[src/rtl/traffic_pkg.sv]
// traffic_pkg: shared definitions for the traffic-light display driver.
// Phase codes, lamp bit positions, seven-segment patterns, saturation limit.
package traffic_pkg;

   // Sequencer phase codes as delivered on the phase input.
   typedef enum logic [1:0] {
      PH_OFF     = 2'b00,
      PH_LEFT    = 2'b01,
      PH_FORWARD = 2'b10,
      PH_RIGHT   = 2'b11
   } phase_e;

   // Binary-to-BCD converter states.
   typedef enum logic [1:0] {
      CONV_IDLE  = 2'b00,
      CONV_SHIFT = 2'b01,
      CONV_LOAD  = 2'b10
   } conv_state_e;

   // Lamp bus is {red, right, forward, left}.
   localparam int LAMP_LEFT    = 0;
   localparam int LAMP_FORWARD = 1;
   localparam int LAMP_RIGHT   = 2;
   localparam int LAMP_RED     = 3;

   // Displayed count never exceeds two decimal digits.
   localparam int SAT_LIMIT = 99;

   // Active-low segment patterns {g..a} for decimal digits 0..9.
   localparam logic [6:0] SEG_BLANK = 7'h7F;
   localparam logic [6:0] SEG_DIGITS [0:9] = '{
      7'h40, 7'h79, 7'h24, 7'h30, 7'h19,
      7'h12, 7'h02, 7'h78, 7'h00, 7'h10
   };

   // Non-decimal codes cannot occur, but map them to a dark digit anyway.
   function automatic logic [6:0] seg_encode(input logic [3:0] digit);
      if (digit <= 4'd9) begin
         return SEG_DIGITS[digit];
      end
      return SEG_BLANK;
   endfunction

   // One-hot lamp for a phase; OFF shows red as the safe state.
   function automatic logic [3:0] lamp_decode(input phase_e ph);
      logic [3:0] lamp_v;
      lamp_v = '0;
      case (ph)
         PH_OFF:     lamp_v[LAMP_RED]     = 1'b1;
         PH_LEFT:    lamp_v[LAMP_LEFT]    = 1'b1;
         PH_FORWARD: lamp_v[LAMP_FORWARD] = 1'b1;
         PH_RIGHT:   lamp_v[LAMP_RIGHT]   = 1'b1;
         default:    lamp_v[LAMP_RED]     = 1'b1;
      endcase
      return lamp_v;
   endfunction

endpackage

[src/rtl/bin2bcd_seq.sv]
// bin2bcd_seq: sequential shift-add-3 converter, 7-bit binary to two BCD digits.
// start_i is honoured only in IDLE; done_o pulses for the single LOAD cycle,
// during which tens_o/ones_o hold the finished result.
module bin2bcd_seq
   import traffic_pkg::*;
(
   input  logic       clk,
   input  logic       reset,
   input  logic       start_i,
   input  logic [6:0] bin_i,
   output logic       busy_o,
   output logic       done_o,
   output logic [3:0] tens_o,
   output logic [3:0] ones_o
);

   conv_state_e state_q, state_d;
   logic [6:0]  shreg_q, shreg_d;
   logic [7:0]  bcd_q, bcd_d;
   logic [2:0]  iter_q, iter_d;
   logic [7:0]  bcd_adj;

   // Add-3 correction for every BCD nibble that would overflow when doubled.
   genvar gi;
   generate
      for (gi = 0; gi < 2; gi++) begin : g_adj
         assign bcd_adj[gi*4 +: 4] = (bcd_q[gi*4 +: 4] >= 4'd5) ?
                                     bcd_q[gi*4 +: 4] + 4'd3 : bcd_q[gi*4 +: 4];
      end
   endgenerate

   // State and scratch registers; reset discards any partial conversion.
   always_ff @(posedge clk or posedge reset) begin
      if (reset) begin
         state_q <= CONV_IDLE;
         shreg_q <= '0;
         bcd_q   <= '0;
         iter_q  <= '0;
      end else begin
         state_q <= state_d;
         shreg_q <= shreg_d;
         bcd_q   <= bcd_d;
         iter_q  <= iter_d;
      end
   end

   // Next state: latch on start, seven MSB-first shift iterations, one load cycle.
   always_comb begin
      state_d = state_q;
      shreg_d = shreg_q;
      bcd_d   = bcd_q;
      iter_d  = iter_q;
      done_o  = 1'b0;
      busy_o  = (state_q != CONV_IDLE);
      case (state_q)
         CONV_IDLE: begin
            if (start_i) begin
               shreg_d = bin_i;
               bcd_d   = '0;
               iter_d  = '0;
               state_d = CONV_SHIFT;
            end
         end
         CONV_SHIFT: begin
            {bcd_d, shreg_d} = {bcd_adj, shreg_q} << 1;
            iter_d = iter_q + 3'd1;
            if (iter_q == 3'd6) begin
               state_d = CONV_LOAD;
            end
         end
         CONV_LOAD: begin
            done_o  = 1'b1;
            state_d = CONV_IDLE;
         end
         default: state_d = CONV_IDLE;
      endcase
   end

   assign tens_o = bcd_q[7:4];
   assign ones_o = bcd_q[3:0];

endmodule

[src/rtl/traffic_display_driver.sv]
// traffic_display_driver: lamps plus 2-digit multiplexed countdown display.
// Optional build macro TRAFFIC_DISP_BLINK_EN: blink the active lamp while the
// displayed count is 1..3 (red never blinks). Without it lamps are steady.
module traffic_display_driver
   import traffic_pkg::*;
#(
   parameter int SCAN_DIV  = 50000,
   parameter int BLINK_DIV = 25000000
) (
   input  logic        clk,
   input  logic        reset,
   input  logic [1:0]  phase,
   input  logic [31:0] count,
   output logic [3:0]  lamp,
   output logic [6:0]  seg,
   output logic [1:0]  an,
   output logic        bcd_valid
);

   // Dividers below 2 cannot produce a wrap; stop elaboration.
   generate
      if (SCAN_DIV < 2 || BLINK_DIV < 2) begin : g_param_check
         $error("traffic_display_driver: SCAN_DIV and BLINK_DIV must be >= 2");
      end
   endgenerate

   localparam int SCAN_W = $clog2(SCAN_DIV);
   localparam logic [SCAN_W-1:0] SCAN_LAST = SCAN_W'(SCAN_DIV - 1);

   phase_e            phase_q;
   logic [31:0]       count_q;
   logic              cap_valid_q;
   logic [6:0]        sat;
   logic [6:0]        conv_bin_q;
   logic [6:0]        disp_bin_q;
   logic [3:0]        disp_tens_q, disp_ones_q;
   logic              conv_start, conv_busy, conv_done;
   logic [3:0]        conv_tens, conv_ones;
   logic [SCAN_W-1:0] scan_cnt_q;
   logic              sel_q;
   logic [6:0]        seg_q;
   logic [1:0]        an_q;
   logic [3:0]        lamp_q;
   logic              lamp_dark;

   // Input capture; cap_valid_q holds bcd_valid low until the first capture.
   always_ff @(posedge clk or posedge reset) begin
      if (reset) begin
         phase_q     <= PH_OFF;
         count_q     <= '0;
         cap_valid_q <= 1'b0;
      end else begin
         phase_q     <= phase_e'(phase);
         count_q     <= count;
         cap_valid_q <= 1'b1;
      end
   end

   assign sat        = (count_q > 32'(SAT_LIMIT)) ? 7'(SAT_LIMIT) : count_q[6:0];
   assign conv_start = !conv_busy && (sat != disp_bin_q);
   assign bcd_valid  = cap_valid_q && !conv_busy && (disp_bin_q == sat);

   bin2bcd_seq u_bin2bcd (
      .clk     (clk),
      .reset   (reset),
      .start_i (conv_start),
      .bin_i   (sat),
      .busy_o  (conv_busy),
      .done_o  (conv_done),
      .tens_o  (conv_tens),
      .ones_o  (conv_ones)
   );

   // Remember the value under conversion and publish it with its digits on done.
   always_ff @(posedge clk or posedge reset) begin
      if (reset) begin
         conv_bin_q  <= '0;
         disp_bin_q  <= '0;
         disp_tens_q <= '0;
         disp_ones_q <= '0;
      end else begin
         if (conv_start) begin
            conv_bin_q <= sat;
         end
         if (conv_done) begin
            disp_bin_q  <= conv_bin_q;
            disp_tens_q <= conv_tens;
            disp_ones_q <= conv_ones;
         end
      end
   end

   // Multiplex timer: digit select flips each time the counter wraps.
   always_ff @(posedge clk or posedge reset) begin
      if (reset) begin
         scan_cnt_q <= '0;
         sel_q      <= 1'b0;
      end else if (scan_cnt_q == SCAN_LAST) begin
         scan_cnt_q <= '0;
         sel_q      <= ~sel_q;
      end else begin
         scan_cnt_q <= scan_cnt_q + SCAN_W'(1);
      end
   end

   // Registered digit drive; a leading-zero tens digit is dark but still enabled.
   always_ff @(posedge clk or posedge reset) begin
      if (reset) begin
         seg_q <= SEG_BLANK;
         an_q  <= 2'b11;
      end else if (!sel_q) begin
         seg_q <= seg_encode(disp_ones_q);
         an_q  <= 2'b10;
      end else begin
         seg_q <= (disp_tens_q == 4'd0) ? SEG_BLANK : seg_encode(disp_tens_q);
         an_q  <= 2'b01;
      end
   end

`ifdef TRAFFIC_DISP_BLINK_EN
   localparam int BLINK_W = $clog2(BLINK_DIV);
   localparam logic [BLINK_W-1:0] BLINK_LAST = BLINK_W'(BLINK_DIV - 1);

   logic [BLINK_W-1:0] blink_cnt_q;
   logic               blink_on_q;
   logic               blink_cond;

   assign blink_cond = (phase_q != PH_OFF) && (disp_bin_q >= 7'd1) && (disp_bin_q <= 7'd3);

   // Blink timer parks at 0/on outside the final seconds so each entry starts lit.
   always_ff @(posedge clk or posedge reset) begin
      if (reset) begin
         blink_cnt_q <= '0;
         blink_on_q  <= 1'b1;
      end else if (!blink_cond) begin
         blink_cnt_q <= '0;
         blink_on_q  <= 1'b1;
      end else if (blink_cnt_q == BLINK_LAST) begin
         blink_cnt_q <= '0;
         blink_on_q  <= ~blink_on_q;
      end else begin
         blink_cnt_q <= blink_cnt_q + BLINK_W'(1);
      end
   end

   assign lamp_dark = blink_cond && !blink_on_q;
`else
   assign lamp_dark = 1'b0;
`endif

   // Lamp output register: second stage of the phase-to-lamp path.
   always_ff @(posedge clk or posedge reset) begin
      if (reset) begin
         lamp_q <= 4'b1000;
      end else begin
         lamp_q <= lamp_dark ? 4'b0000 : lamp_decode(phase_q);
      end
   end

   assign lamp = lamp_q;
   assign seg  = seg_q;
   assign an   = an_q;

endmodule

[config.mk]
export PLATFORM = sky130hd
export DESIGN_NAME = traffic_display_driver
export DESIGN_NICKNAME = d
export VERILOG_FILES = /design/src/rtl/traffic_pkg.sv /design/src/rtl/bin2bcd_seq.sv /design/src/rtl/traffic_display_driver.sv
export SDC_FILE = /design/constraint.sdc
export NUM_CORES = 1
export LEC_CHECK = 0
export ABC_AREA = 1
export CORE_ASPECT_RATIO = 1.25
export CORE_MARGIN = 8
export CORE_UTILIZATION = 40
export DETAILED_ROUTE_END_ITERATION = 7
export DONT_BUFFER_PORTS = 1
export GPL_TIMING_DRIVEN = 0
export SLEW_MARGIN = 20
export SYNTH_ARGS = -nofsm -noshare
export SYNTH_HDL_FRONTEND = slang
export SYNTH_HIERARCHICAL = 1
export SYNTH_SLANG_ARGS = --single-unit
[constraint.sdc]
create_clock -name clk -period 7.24 [get_ports clk]
set_input_delay 1.448 -clock clk [delete_from_list [all_inputs] [get_ports clk]]
set_output_delay 1.448 -clock clk [all_outputs]
set_load 0.01 [all_outputs]
== After elaboration in Yosys (flattened, before gate mapping) ==
Memory sizes are Yosys's and may differ from the RTL's.
Index checks and enable logic that the tools add are counted.

* Bits in read-only memories: 224
* Logic and storage cells: 87
* Flip-flop bits (word level): 107
* Memories: 2
* Bits of input ports: 36
* Output and inout bits: 14

* Reduce and logical (&&, ||, !) cells: 11
* Magnitude comparators: 7
* Add/sub/neg operators: 4
* Muxes and demuxes: 33
* Bitwise logic cells: 3
* Equal/unequal tests: 11

{| class="wikitable"
|+ Memory list
! memory !! words !! width !! rd ports !! clocked after memory_dff !! write ports !! RTL line !! text
|-
| (name not given) || 16 || 7 || 1 || 0 || 0 || traffic_pkg.sv:39 || <nowiki>return SEG_DIGITS[digit];</nowiki>
|-
| (name not given) || 16 || 7 || 1 || 0 || 0 || traffic_pkg.sv:39 ||
|}

{| class="wikitable"
|+ Operator list
! kind !! count
|-
| $mux 7 || 12
|-
| $gt 32x7->1 const B || 1
|-
| $add 16x1->16 const B || 1
|-
| $eq 16x16->1 const B || 1
|-
| $mux 16 || 1
|-
| $pmux 8 s2 || 1
|-
| $pmux 7 s2 || 1
|-
| $ge 5x5->1 const B || 2
|-
| $not 4->5 || 2
|-
| $mux 1 || 9
|-
| $ge 4x3->1 const B || 2
|-
| $le 4x4->1 const B || 2
|-
| $mux 8 || 1
|-
| $eq 7x7->1 || 1
|-
| $ne 7x7->1 || 1
|-
| $eq 2x2->1 const B || 3
|-
| $mux 2 || 3
|-
| $mux 3 || 2
|-
| $pmux 3 s2 || 1
|-
| $add 4x2->4 const B || 1
|-
| $eq 2x1->1 const B || 2
|-
| $logic_not 2->1 || 2
|-
| $logic_not 4->1 || 1
|-
| $mux 4 || 1
|-
| 11 further kinds || 15
|}

== Longest topological paths before layout ==
* Depth in word-level cells: 8
* Gate-level depth with buffers: 18
* Gate-level depth less buffers: 18

== Modules after synthesis ==
The synthesis kept the hierarchy.

{| class="wikitable"
|+ Modules (own cells, without submodules)
! module !! area an instance (um^2) !! cells each !! times used !! sequential area each (um^2)
|-
| traffic_display_driver || 3628.5 || 374 || 1 || 2189.6
|-
| bin2bcd_seq || 1034.7 || 129 || 1 || 500.5
|}

== Worst setup path before layout ==
No wires, ideal clock.

* Kind: reg2out
* From: register count_q[31]
* To: output bcd_valid
* Buffers on the path: 1
* Stages on the path, launching flop included: 11
* Setup slack: 4.152 ns
* Arrival: 1.640 ns
* Required time: 5.792 ns
* Cells stage by stage: dfrtp_1 -> or2_1 -> nor2_2 -> nand3_2 -> nor2_4 -> buf_6 -> nand2_2 -> xor2_2 -> nor2_4 -> nand2_4 -> nor2_1

* Word-level cells in the longest chain between the ends: 4

{| class="wikitable"
|+ RTL lines
! element !! RTL line !! text
|-
| start, declared || traffic_display_driver.sv:31 || <nowiki>logic [31:0] count_q;</nowiki>
|-
| start signal, assigned || traffic_display_driver.sv:54 || <nowiki>count_q <= count;</nowiki>
|-
| $gt 32x7->1 || traffic_display_driver.sv:59 || <nowiki>assign sat = (count_q > 32'(SAT_LIMIT)) ? 7'(SAT_LIMIT) : count_q[6:0];</nowiki>
|-
| $mux 7 || traffic_display_driver.sv:59 ||
|-
| $eq 7x7->1 || traffic_display_driver.sv:61 || <nowiki>assign bcd_valid = cap_valid_q && !conv_busy && (disp_bin_q == sat);</nowiki>
|-
| $logic_and 1x1->1 || traffic_display_driver.sv:61 ||
|-
| end, declared || traffic_display_driver.sv:17 || <nowiki>output logic bcd_valid</nowiki>
|}

No other way between the ends.

== Worst setup path in the final report ==
* From: register count_q[21]
* To: output bcd_valid

The elaborated chain is that of the path after synthesis.

==> flow_summary.yaml <==
final_layout:
  finalNonFillerCells: 658
  fillCellCount: 1078
  drive_gt1_frac: 0.113
  diodes: 0
  syn2layout_area_growth_pct: 11.1
  nNetsFinal: 567
timing:
  finalMaxSlewViolations: 0
  max-slew-margin-rel: 0.477
  worstMarginPinSlew_ns: 0.783
  rsz0062_at_grt: "no"
  whs_ns: 0.378
  setup_tns_ns: 0
  setup_viol: 0
  fin_skew_ns: 0.00659
  period_share: 0.501
  final-hold-violation-count: 0
  fin_crit_ns: 3.63
  clock.fmax_mhz: 275
drt:
  ant_nets: 0
  drt-wirelength-per-cell_um: 12.8
  dr.pass1.iters: 4
  vias: 3255
  routed_wl_mm: 8.41
  drc: 0
  drt-initial-drc-count: 129
  drt-vias-per-instance: 4.95
global_route:
  grt_max_degree: 52
  grt_pass1_wl_mm: 14.5
  overflow: 0
  grt_pass1_vias: 3359
  track_usage: 0.117
  antenna_found_initial: 0
power:
  swShare: 0.202
  power.density_mw_per_mm2: 222
  p_sw_mw: 0.233
  ir_drop_uv: 133
  intPower_mw: 0.917
  power_frac_comb: 0.016
  sequentialPowerShare: 0.533
  clkPwrFrac: 0.451
  power.leakage_nw: 2.56
setup_path:
  cpPeakStageDelay_ns: 0.36
  crit_path_end_kind: "primary output"
  crit_path_cell_trace: "nor2_1 -> nand2_1 -> nor2_1 -> nand3_2 -> nor2_4 -> buf_6 -> nand3_1 -> nand2_1 -> nand2_1 -> nor2_2 -> nand2_4 -> nor2_1"
  cp.arrival_ns: 2.18
  r2r_cells: 17
  crit_type: "reg2out"
  path_buf_inv: 1
  crit_path_start_kind: "flip-flop"
  path_max_fanout: 10
  critPathTopFamily: "simple AND/OR/NAND/NOR gates"
  required_ns: 5.79
  crit_path_top_delay_cell: "dfrtp_1"
  rr_endpoint: "u_bin2bcd/bcd_q[4]"
  ff2ff_setup_slack_ns: 4.62
  r2r-start: "count_q[21]"
logic_synthesis:
  synth_top_flop_cell: "dfrtp_1"
  synth_edf_count: 0
  synth_common_cells: "nand2_1, dfrtp_1, inv_1"
  async_flop_share: 1.00
  synth_seq_area_share: 0.577
  syn_avg_cell_area_um2: 9.27
  yosysWarnings: 6
  synthTopCellsByArea: "dfrtp_1, nand2_1, dfstp_2, inv_1, ha_1"
  synth_fp_nets: 555
  yosysTopAreaCellShare: 0.521
  syn_area_mm2: 0.00466
  synth_cells: 503
  synth.most_common_cell: "nand2_1"
  ys_seq_elements: 107
  yosys.area.top_type: "dfrtp_1"
  ys_types: 44
placed_design:
  port_buffers: 0
  place.gp.congestion: 0.833
  dpl.hpwl_mm: 6.07
  place_inst: 642
clocking:
  cts.repair.resized: 0
  clock_latency_ns: 0.34
  postCtsSetupRepairBufs: 0
  clk_pin_slew_worst_paths_ns: 0.07
  cts-root-buf: "clkbuf_16"
  cts_sinks: 107
  tritoncts: "built"
  cts_buffer_depth: 2
  cts-hold-fix-buffers: 0
  cts_made_buffers: 9
  htree_levels: 3
status:
  run_status: "complete, no violations"
hold_path:
  min_from: "sel_q"
  hp-class: "reg2reg"
  hold_end: "an[0]"
  holdPathStages: 0
floorplanning:
  die_w_um: 113
  initial_core_util: 0.405
  die_area_mm2: 0.0154
  core_mm2: 0.0115
  floorplan.io_pins: 50
  die_y_um: 137
  rows: 44
job:
  max-cap-violations: 0
cell usage in the layout (no fill, tap or decap), drive strengths merged:
master and instances:
clkbuf 13, nor4 2, a31oi 2, a22o 1, dfstp 10, o211ai 2, o21ai 42, nand3 33
a2bb2oi 1, nand2 128, a22oi 1, o22ai 3, nand4 5, dfrtp 97, bufinv 2, a21oi 14
and2 2, o221ai 1, buf 4, or2 3, ha 16, o32a 1, o21bai 1, nor2 52
xnor2 1, a221oi 1, conb 1, nor3 1, inv 72, clkinv 4, xor2 4
registers in the layout (all words and copies together) (netlist names):
register and flops:
disp_ones_q 4, count_q 32, disp_bin_q 7, u_bin2bcd/state_q 2, lamp 4, u_bin2bcd/bcd_q 8
scan_cnt_q 16, seg 7, u_bin2bcd/iter_q 3, disp_tens_q 4, sel_q 1, conv_bin_q 7
cap_valid_q 1, phase_q 2, u_bin2bcd/shreg_q 7, an 2
power groups by stage:
stage / clock network (mW) / logic [mW] / registers [mW]
3_3_place_gp: 0 / 0.0173 / 0.625
5_1_grt: 0.554 / 0.0226 / 0.614
6_report: 0.518 / 0.0184 / 0.613
3_5_place_dp: 0 / 0.0198 / 0.625
2_1_floorplan: 0 / 0.0135 / 0.624
4_1_cts: 0.538 / 0.0198 / 0.613
cell type report:
class,instances,area (µm²),share of cell area
flip-flops and latches,107,2690,0.519
multi-input cells,318,1660,0.321
inverters,72,274,0.0529
clock buffers,10,229,0.0442
well taps,138,173,0.0333
clock inverters,6,87.6,0.0169
plain buffers,6,38.8,0.00748
repair buffers,1,27.5,0.00531
routing by layer:
layer	wire, µm	global-route usage
met3	321	0.0305
met5	0	0
met1	3690	0.126
met2	4230	0.210
met4	172	0.0556
how the worst max path moves through the flow:
stage / start / endpoint / slack [ns] / depth (start not counted)
after detailed placement: count_q[21] / bcd_valid / 3.89 / 12
after floorplan: reset / cap_valid_q / 3.56 / 1
after global routing: count_q[21] / bcd_valid / 3.38 / 12
after CTS: count_q[21] / bcd_valid / 3.50 / 12
after global placement: reset / lamp[2] / 2.68 / 1
final: count_q[21] / bcd_valid / 3.61 / 12
metrics by stage:
| step | utilization | worst slack [ns] | power, mW | cell area [µm²] |
|---|---|---|---|---|
| after global placement | 0.420 | 2.68 | 0.642 | 4840 |
| after global routing | 0.450 | 3.38 | 1.19 | 5180 |
| final | 0.450 | 3.61 | 1.15 | 5180 |
| after floorplan | - | 3.56 | 0.637 | 4660 |
| after CTS | 0.450 | 3.50 | 1.17 | 5180 |
| after detailed placement | 0.423 | 3.89 | 0.645 | 4870 |
cells by family (layout without fill, tap and decap cells):
| family | Yosys count | after routing | share of synthesized area |
|---|---|---|---|
| other | 1 | 1 | 0.000804 |
| buffers and inverters | 78 | 95 | 0.0665 |
| flip-flops | 107 | 107 | 0.577 |
| XOR/XNOR | 5 | 5 | 0.0110 |
| AO/OA/AOI/OAI | 70 | 70 | 0.0837 |
| AND/OR/NAND/NOR | 226 | 226 | 0.218 |
| adder cells (fa/ha/maj) | 16 | 16 | 0.0429 |
(Power assumes the default switching activity.)
